<file path="config.mk">
export PLATFORM = sky130hd
export DESIGN_NAME = mbldcm_commutation_ctrl_flat
export DESIGN_NICKNAME = d
export VERILOG_FILES = /design/src/rtl/mbldcm_pkg.sv /design/src/rtl/mbldcm_commutation_ctrl_if.sv /design/src/rtl/mbldcm_ramp_gen.sv /design/src/rtl/mbldcm_commutation_ctrl.sv /design/src/flat_wrapper.sv
export SDC_FILE = /design/constraint.sdc
export NUM_CORES = 1
export LEC_CHECK = 0
export BUFFER_PORTS_ARGS = -buffer_cell sky130_fd_sc_hd__buf_4
export CORE_MARGIN = 2
export CORE_UTILIZATION = 45
export DETAILED_ROUTE_END_ITERATION = 12
export PLACE_DENSITY = 0.59
export SLEW_MARGIN = 20
export SYNTH_ARGS = -nofsm -noshare
export SYNTH_HDL_FRONTEND = slang
export SYNTH_SLANG_ARGS = --single-unit
</file>
<file path="constraint.sdc">
create_clock -name iClock -period 10.6 [get_ports iClock]
set_clock_uncertainty 0.2 [all_clocks]
set_input_delay 1.06 -clock iClock [delete_from_list [all_inputs] [get_ports iClock]]
set_output_delay 1.06 -clock iClock [all_outputs]
set_load 0.1 [all_outputs]
</file>
<file path="src/rtl/mbldcm_pkg.sv">
// Shared types and constants for the BLDC commutation controller.
//   mbldcmState_t : sequencer states (IDLE / RUN / STOPPING)
//   pFreqW        : width of step-period values in clocks
//   pPhaseCount   : number of commutation phases (six-step)
//   clampTarget() : maps a host period request onto the legal range
package mbldcm_pkg;

  localparam int pFreqW      = 32;
  localparam int pPhaseCount = 6;

  typedef enum logic [1:0] {
    IDLE     = 2'd0,
    RUN      = 2'd1,
    STOPPING = 2'd2
  } mbldcmState_t;

  // 0 stays 0 (stop request); otherwise limit to [minP, startP].
  function automatic logic [pFreqW-1:0] clampTarget(
    input logic [pFreqW-1:0] v,
    input logic [pFreqW-1:0] minP,
    input logic [pFreqW-1:0] startP
  );
    logic [pFreqW-1:0] r;
    if (v == '0)         r = '0;
    else if (v < minP)   r = minP;
    else if (v > startP) r = startP;
    else                 r = v;
    return r;
  endfunction

endpackage

</file>
<file path="src/rtl/mbldcm_commutation_ctrl_if.sv">
// Host-side bundle of the commutation controller: target/phase writes from
// the register block, run enable, and phase/status outputs.
//   master : register interface / test driver
//   slave  : mbldcm_commutation_ctrl
interface mbldcm_commutation_ctrl_if;
  import mbldcm_pkg::*;

  logic [pFreqW-1:0] iFreqTarget;
  logic              iLatchFreqTarget;
  logic [pFreqW-1:0] oFreqTarget;
  logic [2:0]        iPhaseUpdate;
  logic              iLatchPhaseUpdate;
  logic              iEnable;
  logic [2:0]        oPhase;
  logic              oPhaseStep;
  logic              oFreqReflected;
  logic              oStop;

  modport master (
    output iFreqTarget, iLatchFreqTarget, iPhaseUpdate, iLatchPhaseUpdate, iEnable,
    input  oFreqTarget, oPhase, oPhaseStep, oFreqReflected, oStop
  );

  modport slave (
    input  iFreqTarget, iLatchFreqTarget, iPhaseUpdate, iLatchPhaseUpdate, iEnable,
    output oFreqTarget, oPhase, oPhaseStep, oFreqReflected, oStop
  );

endinterface

</file>
<file path="src/rtl/mbldcm_ramp_gen.sv">
// Live step-period generator. Every pRampDiv active clocks it moves the live
// period by pRampStep, either toward iTarget (saturating at it) or up toward
// pStartPeriod (spin-down). Arithmetic is one bit wider than the period so
// sums never wrap.
//   iClock, iReset_n : clock, async active-low reset
//   iClear           : zero live period and tick counter (coast / idle)
//   iLoad            : load iLoadVal, restart tick counter (spin-up)
//   iActive          : ramp counter runs
//   iTowardStart     : 1 = ramp up to pStartPeriod, 0 = ramp toward iTarget
//   iTarget          : registered target period
//   oLive            : live step period
module mbldcm_ramp_gen
  import mbldcm_pkg::*;
#(
  parameter logic [pFreqW-1:0] pStartPeriod = 32'd1000000,
  parameter logic [pFreqW-1:0] pRampStep    = 32'd100,
  parameter logic [15:0]       pRampDiv     = 16'd1000
) (
  input  logic              iClock,
  input  logic              iReset_n,
  input  logic              iClear,
  input  logic              iLoad,
  input  logic              iActive,
  input  logic              iTowardStart,
  input  logic [pFreqW-1:0] iTarget,
  input  logic [pFreqW-1:0] iLoadVal,
  output logic [pFreqW:0]   oLive
);

  localparam logic [pFreqW:0] cStart = {1'b0, pStartPeriod};
  localparam logic [pFreqW:0] cStep  = {1'b0, pRampStep};

  logic [15:0]     rampCnt;
  logic            rampTick;
  logic [pFreqW:0] target, up, down, nextLive;

  assign rampTick = (rampCnt == pRampDiv - 16'd1);

  always_comb begin
    target   = {1'b0, iTarget};
    up       = oLive + cStep;
    down     = (oLive > cStep) ? oLive - cStep : '0;
    nextLive = oLive;
    if (iTowardStart)        nextLive = (up > cStart) ? cStart : up;
    else if (oLive < target) nextLive = (up > target) ? target : up;
    else if (oLive > target) nextLive = (down < target) ? target : down;
  end

  always_ff @(posedge iClock or negedge iReset_n) begin
    if (!iReset_n) begin
      rampCnt <= '0;
      oLive   <= '0;
    end else if (iClear) begin
      rampCnt <= '0;
      oLive   <= '0;
    end else if (iLoad) begin
      rampCnt <= '0;
      oLive   <= {1'b0, iLoadVal};
    end else if (iActive) begin
      rampCnt <= rampTick ? '0 : rampCnt + 16'd1;
      if (rampTick) oLive <= nextLive;
    end
  end

endmodule

</file>
<file path="src/rtl/mbldcm_commutation_ctrl.sv">
// Six-step BLDC commutation sequencer. Holds the clamped host target period,
// ramps a live period toward it, advances the commutation phase each live
// period, accepts host phase overrides and reports Stop/FreqReflected.
//   iClock, iReset_n : clock, async active-low reset
//   host (slave)     : target write/readback, phase override, enable,
//                      phase, step pulse and status outputs
module mbldcm_commutation_ctrl
  import mbldcm_pkg::*;
#(
  parameter logic [pFreqW-1:0] pStartPeriod = 32'd1000000,
  parameter logic [pFreqW-1:0] pMinPeriod   = 32'd1000,
  parameter logic [pFreqW-1:0] pRampStep    = 32'd100,
  parameter logic [15:0]       pRampDiv     = 16'd1000
) (
  input  logic                      iClock,
  input  logic                      iReset_n,
  mbldcm_commutation_ctrl_if.slave  host
);

  localparam logic [pFreqW:0] cStart     = {1'b0, pStartPeriod};
  localparam logic [2:0]      cLastPhase = 3'(pPhaseCount - 1);

  mbldcmState_t      state, nextState;
  logic [pFreqW-1:0] freqTarget, stepCnt;
  logic [pFreqW:0]   live;
  logic [2:0]        phase;
  logic              phaseStep, freqReflected, stop;
  logic              running, spinUp, rampClear, towardStart, stepDue, phaseLoad;

  // ---- target register ----
  always_ff @(posedge iClock or negedge iReset_n) begin
    if (!iReset_n)                  freqTarget <= '0;
    else if (host.iLatchFreqTarget) freqTarget <= clampTarget(host.iFreqTarget, pMinPeriod, pStartPeriod);
  end

  // ---- sequencer FSM ----
  always_ff @(posedge iClock or negedge iReset_n) begin
    if (!iReset_n) state <= IDLE;
    else           state <= nextState;
  end

  always_comb begin
    nextState = state;
    case (state)
      IDLE:     if (freqTarget != '0) nextState = RUN;
      RUN:      if (freqTarget == '0) nextState = STOPPING;
      STOPPING: if (freqTarget != '0)  nextState = RUN;
                else if (live >= cStart) nextState = IDLE;
      default:  nextState = IDLE;
    endcase
    // Dropping enable coasts from any state.
    if (!host.iEnable) nextState = IDLE;
  end

  assign running     = (state != IDLE) && host.iEnable;
  assign spinUp      = (state == IDLE) && (nextState == RUN);
  assign rampClear   = (nextState == IDLE);
  assign towardStart = (state == STOPPING);

  mbldcm_ramp_gen #(
    .pStartPeriod(pStartPeriod),
    .pRampStep   (pRampStep),
    .pRampDiv    (pRampDiv)
  ) uRamp (
    .iClock      (iClock),
    .iReset_n    (iReset_n),
    .iClear      (rampClear),
    .iLoad       (spinUp),
    .iActive     (running),
    .iTowardStart(towardStart),
    .iTarget     (freqTarget),
    .iLoadVal    (pStartPeriod),
    .oLive       (live)
  );

  // ---- step counter and phase ----
  // cnt >= live-1 written as cnt+1 >= live so a live of 0 cannot underflow;
  // '>=' also catches the case where live just dropped below the count.
  assign stepDue   = ({1'b0, stepCnt} + 33'd1) >= live;
  assign phaseLoad = host.iLatchPhaseUpdate && (host.iPhaseUpdate < 3'(pPhaseCount));

  always_ff @(posedge iClock or negedge iReset_n) begin
    if (!iReset_n) begin
      stepCnt   <= '0;
      phase     <= '0;
      phaseStep <= 1'b0;
    end else begin
      phaseStep <= 1'b0;
      if (phaseLoad) begin
        // Override beats a coincident step boundary.
        phase   <= host.iPhaseUpdate;
        stepCnt <= '0;
      end else if (!running) begin
        stepCnt <= '0;
      end else if (stepDue) begin
        stepCnt   <= '0;
        phase     <= (phase == cLastPhase) ? 3'd0 : phase + 3'd1;
        phaseStep <= 1'b1;
      end else begin
        stepCnt <= stepCnt + 1'b1;
      end
    end
  end

  // ---- status (registered from current state/live) ----
  always_ff @(posedge iClock or negedge iReset_n) begin
    if (!iReset_n) begin
      stop          <= 1'b1;
      freqReflected <= 1'b1;
    end else begin
      stop          <= (state == IDLE);
      freqReflected <= ((state == RUN) && (live == {1'b0, freqTarget})) ||
                       ((state == IDLE) && (freqTarget == '0));
    end
  end

  assign host.oFreqTarget    = freqTarget;
  assign host.oPhase         = phase;
  assign host.oPhaseStep     = phaseStep;
  assign host.oFreqReflected = freqReflected;
  assign host.oStop          = stop;

endmodule

</file>
<file path="src/flat_wrapper.sv">
// flat-port wrapper written by rule: the top's interface ports become plain ports
module mbldcm_commutation_ctrl_flat import mbldcm_pkg::*;
#(
  parameter logic [pFreqW-1:0] pStartPeriod = 32'd1000000,
  parameter logic [pFreqW-1:0] pMinPeriod   = 32'd1000,
  parameter logic [pFreqW-1:0] pRampStep    = 32'd100,
  parameter logic [15:0]       pRampDiv     = 16'd1000
)
  (iClock, iReset_n, host_iFreqTarget, host_iLatchFreqTarget, host_iPhaseUpdate, host_iLatchPhaseUpdate, host_iEnable, host_oFreqTarget, host_oPhase, host_oPhaseStep, host_oFreqReflected, host_oStop);
  mbldcm_commutation_ctrl_if host_i ();
  input  logic iClock;
  input  logic iReset_n;
  input wire logic [$bits(host_i.iFreqTarget)-1:0] host_iFreqTarget;
  input wire logic [$bits(host_i.iLatchFreqTarget)-1:0] host_iLatchFreqTarget;
  input wire logic [$bits(host_i.iPhaseUpdate)-1:0] host_iPhaseUpdate;
  input wire logic [$bits(host_i.iLatchPhaseUpdate)-1:0] host_iLatchPhaseUpdate;
  input wire logic [$bits(host_i.iEnable)-1:0] host_iEnable;
  output wire logic [$bits(host_i.oFreqTarget)-1:0] host_oFreqTarget;
  output wire logic [$bits(host_i.oPhase)-1:0] host_oPhase;
  output wire logic [$bits(host_i.oPhaseStep)-1:0] host_oPhaseStep;
  output wire logic [$bits(host_i.oFreqReflected)-1:0] host_oFreqReflected;
  output wire logic [$bits(host_i.oStop)-1:0] host_oStop;
  assign host_i.iFreqTarget = host_iFreqTarget;
  assign host_i.iLatchFreqTarget = host_iLatchFreqTarget;
  assign host_i.iPhaseUpdate = host_iPhaseUpdate;
  assign host_i.iLatchPhaseUpdate = host_iLatchPhaseUpdate;
  assign host_i.iEnable = host_iEnable;
  assign host_oFreqTarget = host_i.oFreqTarget;
  assign host_oPhase = host_i.oPhase;
  assign host_oPhaseStep = host_i.oPhaseStep;
  assign host_oFreqReflected = host_i.oFreqReflected;
  assign host_oStop = host_i.oStop;
  mbldcm_commutation_ctrl #(.pStartPeriod(pStartPeriod), .pMinPeriod(pMinPeriod), .pRampStep(pRampStep), .pRampDiv(pRampDiv)) u_core (.iClock(iClock), .iReset_n(iReset_n), .host(host_i));
endmodule
</file>
==> results.ini, run 1 <==
[run_status]
outcome=finished, final reports clean

[grt]
grt_use_total=0.300
grt_pass1_wl_mm=59.8
grt_max_degree=66
grt_pass1_vias=10300
antenna_found_initial=0
overflow=0

[die]
dieArea_mm2=0.0256
start_util=0.454
rows=57
io_pins=78
die_x_um=160
core_mm2=0.0241
fp.dieH_um=160

[synth]
yosysMostFrequentCell=ha_1
synth_cells=1297
ys.flop_type=dfrtp_1
synth-seq-area-share=0.277
synth_seq_cells=121
synth_area_mm2=0.0109
yosys_warnings=0
synth_cell_type_count=84
synth_commonest_cells=ha_1 (132), nor2_1 (131), dfrtp_1 (119), inv_1 (85)
yosysTopAreaCell=dfrtp_1
synth_nets=1469
synth_area_leaders=dfrtp_1 (27%), ha_1 (15%), xnor2_1 (6.0%)
avgSynthCellArea_um2=8.44
synthArstFlopShare=1.00
synth-edff-count=0
synth_top_area_share=0.272

[placement]
place_congestion=1.03
dp_hpwl_mm=29.2
portBuffers=77

[detailed_routing]
drt_iter0_markers=1126
viasPerCell=6.30
antenna_left=0
routed_wl_mm=37.8
vias=10600
avgRoutedWirePerCell_um=22.5
drc=0
dr.pass1.iters=6

[cts]
htreeDepth=4
cts.sinks=121
cts_setup_buffers=0
cts_hold_repair.buffers=0
cts_tree=done
root_buffer=clkbuf_16
cts.path.max_buffers=2
path_clk_slew_ps=70
post_cts_resized=0
clk_latency_ps=440
cts_made_buffers=17

[timing]
fin_setup_tns_ps=0
setup_viol=0
period_needed_ps=7150
worst_pin_slew_ps=1210
rsz0062_at_grt=no
relSlewSlack=0.190
max_freq_mhz=140
drv_slew=0
hold_viol_final=0
fin_crit_sh=0.675

[critical_path]
rr_endpoint=u_core.uRamp.oLive[4]
rr_worst_depth=15
path_class=register to register
critPathMaxFanout=20
r2r_slack_ps=3450
arrival_ps=7240
r2r-start=u_core.uRamp.oLive[2]
required_ps=10690
endpoint_kind=register
startpoint_type=register

[final_layout]
n_antenna_cell=0
utilization=0.511
syn_to_final_growth_pct=12.5
multi_input_area_mm2=0.00733
drive_gt1_frac=0.110
nets=1519
seq_area_mm2=0.00303
fillCellCount=2410

[min_path]
hold_path_end=u_core.uRamp.rampCnt[0]
hp-class=register to register
worstHoldStart=u_core.uRamp.rampCnt[0]
min_path_cells=1

[job]
maxCapViolations=0

[layer usage]
layer / up-vias / track usage / part of all wire
li1: 4932 / - / -
met1: 5068 / 0.402 / 0.42
met2: 486 / 0.475 / 0.45
met3: 125 / 0.0525 / 0.075
met4: 0 / 0.140 / 0.047
met5: - / 0 / 0
[critical path, stage by stage, from the launching register on]
cell	delay (ps)
dfrtp_1	660
ha_1	340
a211o_1	320
nand4_1	400
or4_1	560
xnor2_1	400
ha_1	340
a21o_1	160
a21o_1	170
a21oi_1	150
o21ai_0	170
or4_1	580
a21oi_1	940
nand2_1	890
o2111ai_1	550
o311ai_2	160
[cell type report]
type | count | area share
well taps | 324 | 0.0329
inverters | 89 | 0.0271
multi-input cells | 1035 | 0.595
clock buffers | 17 | 0.0345
clock inverters | 15 | 0.0136
flip-flops and latches | 121 | 0.246
repair buffers | 83 | 0.0506
[cell families (layout without fill, tap and decap cells)]
logic type               after synthesis  in the layout  share of synthesized area
AO/OA/AOI/OAI                        309            309                      0.199
XOR/XNOR                              96             96                     0.0768
adder cells (fa/ha/maj)              132            132                      0.151
buffers and inverters                141            204                     0.0535
flip-flops                           121            121                      0.277
multiplexers                           7              7                    0.00652
AND/OR/NAND/NOR                      491            491                      0.236
[placed cells by master (no fill, tap or decap), types with 27 or more instances in the layout]
master,instances
nor2b_1,41
o21ai_0,45
nand4_1,45
nor4_1,29
xnor2_1,75
inv_1,85
nor3_1,35
a21o_1,27
a21oi_1,64
nand2_1,75
nand3_1,56
o22ai_1,29
ha_1,132
nor2_1,131
buf_4,83
dfrtp_1,119
[state kept, by name, summed over array words and instances (netlist names)]
name / flops
u_core.uRamp.rampCnt: 16
u_core.host.oFreqTarget: 32
u_core.host.oPhaseStep: 1
u_core.host.oStop: 1
u_core.host.oPhase: 3
u_core.host.oFreqReflected: 1
u_core.state: 2
u_core.uRamp.oLive: 33
u_core.stepCnt: 32
[through the flow]
| stage | hold WS, ps | area, um2 | instances | setup slack [ps] |
|---|---|---|---|---|
| 2_1_floorplan | 247 | 10900 | 1297 | 5600 |
| 3_3_place_gp | 279 | 11700 | 1652 | 3770 |
| 3_5_place_dp | 280 | 11700 | 1652 | 3800 |
| 4_1_cts | 288 | 12300 | 1684 | 3740 |
| 5_1_grt | 306 | 12300 | 1684 | 3200 |
| 6_report | 288 | 12300 | 1684 | 3450 |
[how the worst max path moves through the flow]
stage	endpoint	from	slack (ps)
global placement	u_core.uRamp.oLive[4]	u_core.uRamp.oLive[2]	3770
floorplan	u_core.uRamp.oLive[15]	u_core.uRamp.oLive[4]	5600
finish	u_core.uRamp.oLive[4]	u_core.uRamp.oLive[2]	3450
CTS	u_core.uRamp.oLive[4]	u_core.uRamp.oLive[2]	3740
detailed placement	u_core.uRamp.oLive[4]	u_core.uRamp.oLive[2]	3800
global route	u_core.uRamp.oLive[4]	u_core.uRamp.oLive[2]	3200
Power of run 1 is not shown: default switching activity piles up to over one toggle a cycle in this logic, so the estimate is an artifact.
==> inputs of run 2 (changes only) <==
- clock period: 10.6 -> 6.98 ns (I/O delays scaled with it)
==> results.ini, run 2 (synthesis results as in run 1) <==
[run_status]
outcome=finished, final reports clean  ; unchanged

[timing]
max_freq_mhz=159  ; was 140 MHz
fin_setup_tns_ps=0  ; unchanged
setup_viol=0  ; unchanged
period_needed_ps=6300  ; was 7150 ps
relSlewSlack=0.324  ; was 0.190
drv_slew=0  ; unchanged
layout_setup_ws_ps=678  ; was 3450 ps
worst_pin_slew_ps=988  ; was 1210 ps
hold_viol_final=0  ; unchanged
fin_crit_sh=0.903  ; was 0.675
rsz0062_at_grt=no  ; unchanged

[die]
fp.dieH_um=160  ; unchanged
dieArea_mm2=0.0256  ; unchanged
core_mm2=0.0241  ; unchanged
die_x_um=160  ; unchanged
io_pins=78  ; unchanged
rows=57  ; unchanged
start_util=0.454  ; unchanged

[detailed_routing]
vias=10500  ; was 10,600
antenna_left=0  ; unchanged
drt_iter0_markers=1077  ; was 1,126
dr.pass1.iters=5  ; was 6
routed_wl_mm=39.0  ; was 37.8 mm
avgRoutedWirePerCell_um=23.1  ; was 22.5 um
viasPerCell=6.23  ; was 6.30
drc=0  ; unchanged

[critical_path]
crit_family=simple AND/OR/NAND/NOR gates  ; was compound AO/OA/AOI/OAI gates
crit_chain=nor4_2 -> and3_1 -> and4_1 -> or2_2 -> nor2_1 -> ha_1 -> nand4_1 -> or4_1 -> or4_1 -> a31oi_1 -> a2bb2oi_4 -> a21oi_2 -> a221oi_1 -> o22ai_1  ; was ha_1 -> a211o_1 -> nand4_1 -> or4_1 -> xnor2_1 -> ha_1 -> a21o_1 -> a21o_1 -> a21oi_1 -> o21ai_0 -> or4_1 -> a21oi_1 -> nand2_1 -> o2111ai_1 -> o311ai_2
path_class=register to register  ; unchanged
path_buf_inv=0  ; unchanged
critPathMaxStageDelay_ps=660  ; was 940 ps
endpoint_kind=register  ; unchanged
arrival_ps=6410  ; was 7240 ps
worst_path_most_repeated_cell=or4_1
critPathMaxFanout=36  ; was 20
startpoint_type=register  ; unchanged
required_ps=7080  ; was 10,690 ps
slowest_stage=or2_2  ; was a21oi_1

[cts]
cts_setup_buffers=0  ; unchanged
post_cts_resized=0  ; unchanged
cts_hold_repair.buffers=0  ; unchanged
path_clk_slew_ps=70  ; about the same
cts.sinks=121  ; unchanged
root_buffer=clkbuf_16  ; unchanged
cts_tree=done  ; unchanged
cts_made_buffers=17  ; unchanged
htreeDepth=4  ; unchanged
cts.path.max_buffers=2  ; unchanged
clk_latency_ps=440  ; about the same

[grt]
grt_pass1_vias=10100  ; was 10,300
overflow=0  ; unchanged
grt_max_degree=47  ; was 66
grt_use_total=0.306  ; was 0.300
grt_pass1_wl_mm=60.3  ; was 59.8 mm
antenna_found_initial=0  ; unchanged

[final_layout]
multi_input_area_mm2=0.00733  ; unchanged
postLayoutCellArea_mm2=0.0124  ; was 0.0123 mm2
n_antenna_cell=0  ; unchanged
drive_gt1_frac=0.115  ; was 0.110
syn_to_final_growth_pct=13.2  ; was 12.5%
largest-register=u_core.uRamp.oLive  ; unchanged
largest_register_ffs=33  ; unchanged
nets=1526  ; was 1,519
fillCellCount=2393  ; was 2,410
final_cell_mix=ha_1 (132), nor2_1 (131), dfrtp_1 (119)  ; unchanged
final_common_cell=ha_1  ; unchanged
seq_area_mm2=0.00303  ; unchanged
utilization=0.514  ; was 0.511

[placement]
dp_hpwl_mm=30.5  ; was 29.2 mm
place_congestion=0.973  ; was 1.03
dp_slack_ps=970  ; was 3800 ps
portBuffers=77  ; unchanged
dpl-instance-area_mm2=0.0118  ; was 0.0117 mm2

[power_and_ir_drop]
cellPowerDensity_mw_per_mm2=574
ir_worst_vdd_v=0.000872
total_power_uw=7120
leakage_uw=0.00552

[min_path]
hp-class=primary input to async pin  ; was register to register

[job]
maxCapViolations=0  ; unchanged

## run 2: metrics by stage
stage	hold WS, ps	std cells
2_1_floorplan	202	1297
3_3_place_gp	285	1659
3_5_place_dp	315	1659
4_1_cts	35.8	1691
5_1_grt	54.3	1691
6_report	14.8	1691
## run 2: path summary, 6_finish.rpt
path / from / endpoint / slack [ps] / depth (start not counted)
max reg2reg: u_core.uRamp.oLive[10] / u_core.uRamp.oLive[9] / 680 / 14
min in group iClock: host_iPhaseUpdate[0] / u_core.host.oPhase[0] / 260 / 3
max: u_core.uRamp.oLive[10] / u_core.uRamp.oLive[9] / 680 / 14
min reg2reg: u_core.uRamp.rampCnt[0] / u_core.uRamp.rampCnt[0] / 310 / 1
max in group asynchronous: iReset_n / u_core.uRamp.rampCnt[5] / 5540 / 2
min: iReset_n / u_core.host.oFreqTarget[29] / 10 / 1
## run 2: power by group
part | leakage [uW] | internal (uW) | switching (uW)
clock | 0.000300 | 570 | 399
sequential | 0.00164 | 787 | 242
combinational | 0.00358 | 1790 | 3330
## run 2: final cells by class
type                       instances  area share
tap                              324      0.0327
clock buffer                      17      0.0343
inverter                          89      0.0270
timing repair buffer              90      0.0545
clock inverter                    15      0.0155
sequential                       121       0.244
multi-input combinational       1035       0.591
## run 2: layer usage
| layer | global-route usage | vias to the layer above | part of all wire |
|---|---|---|---|
| met1 | 0.412 | 5082 | 0.43 |
| li1 | - | 4941 | - |
| met4 | 0.128 | 0 | 0.040 |
| met5 | 0 | - | 0 |
| met3 | 0.0444 | 102 | 0.061 |
| met2 | 0.495 | 418 | 0.46 |
Note: power is estimated with default switching activity, not from simulation.
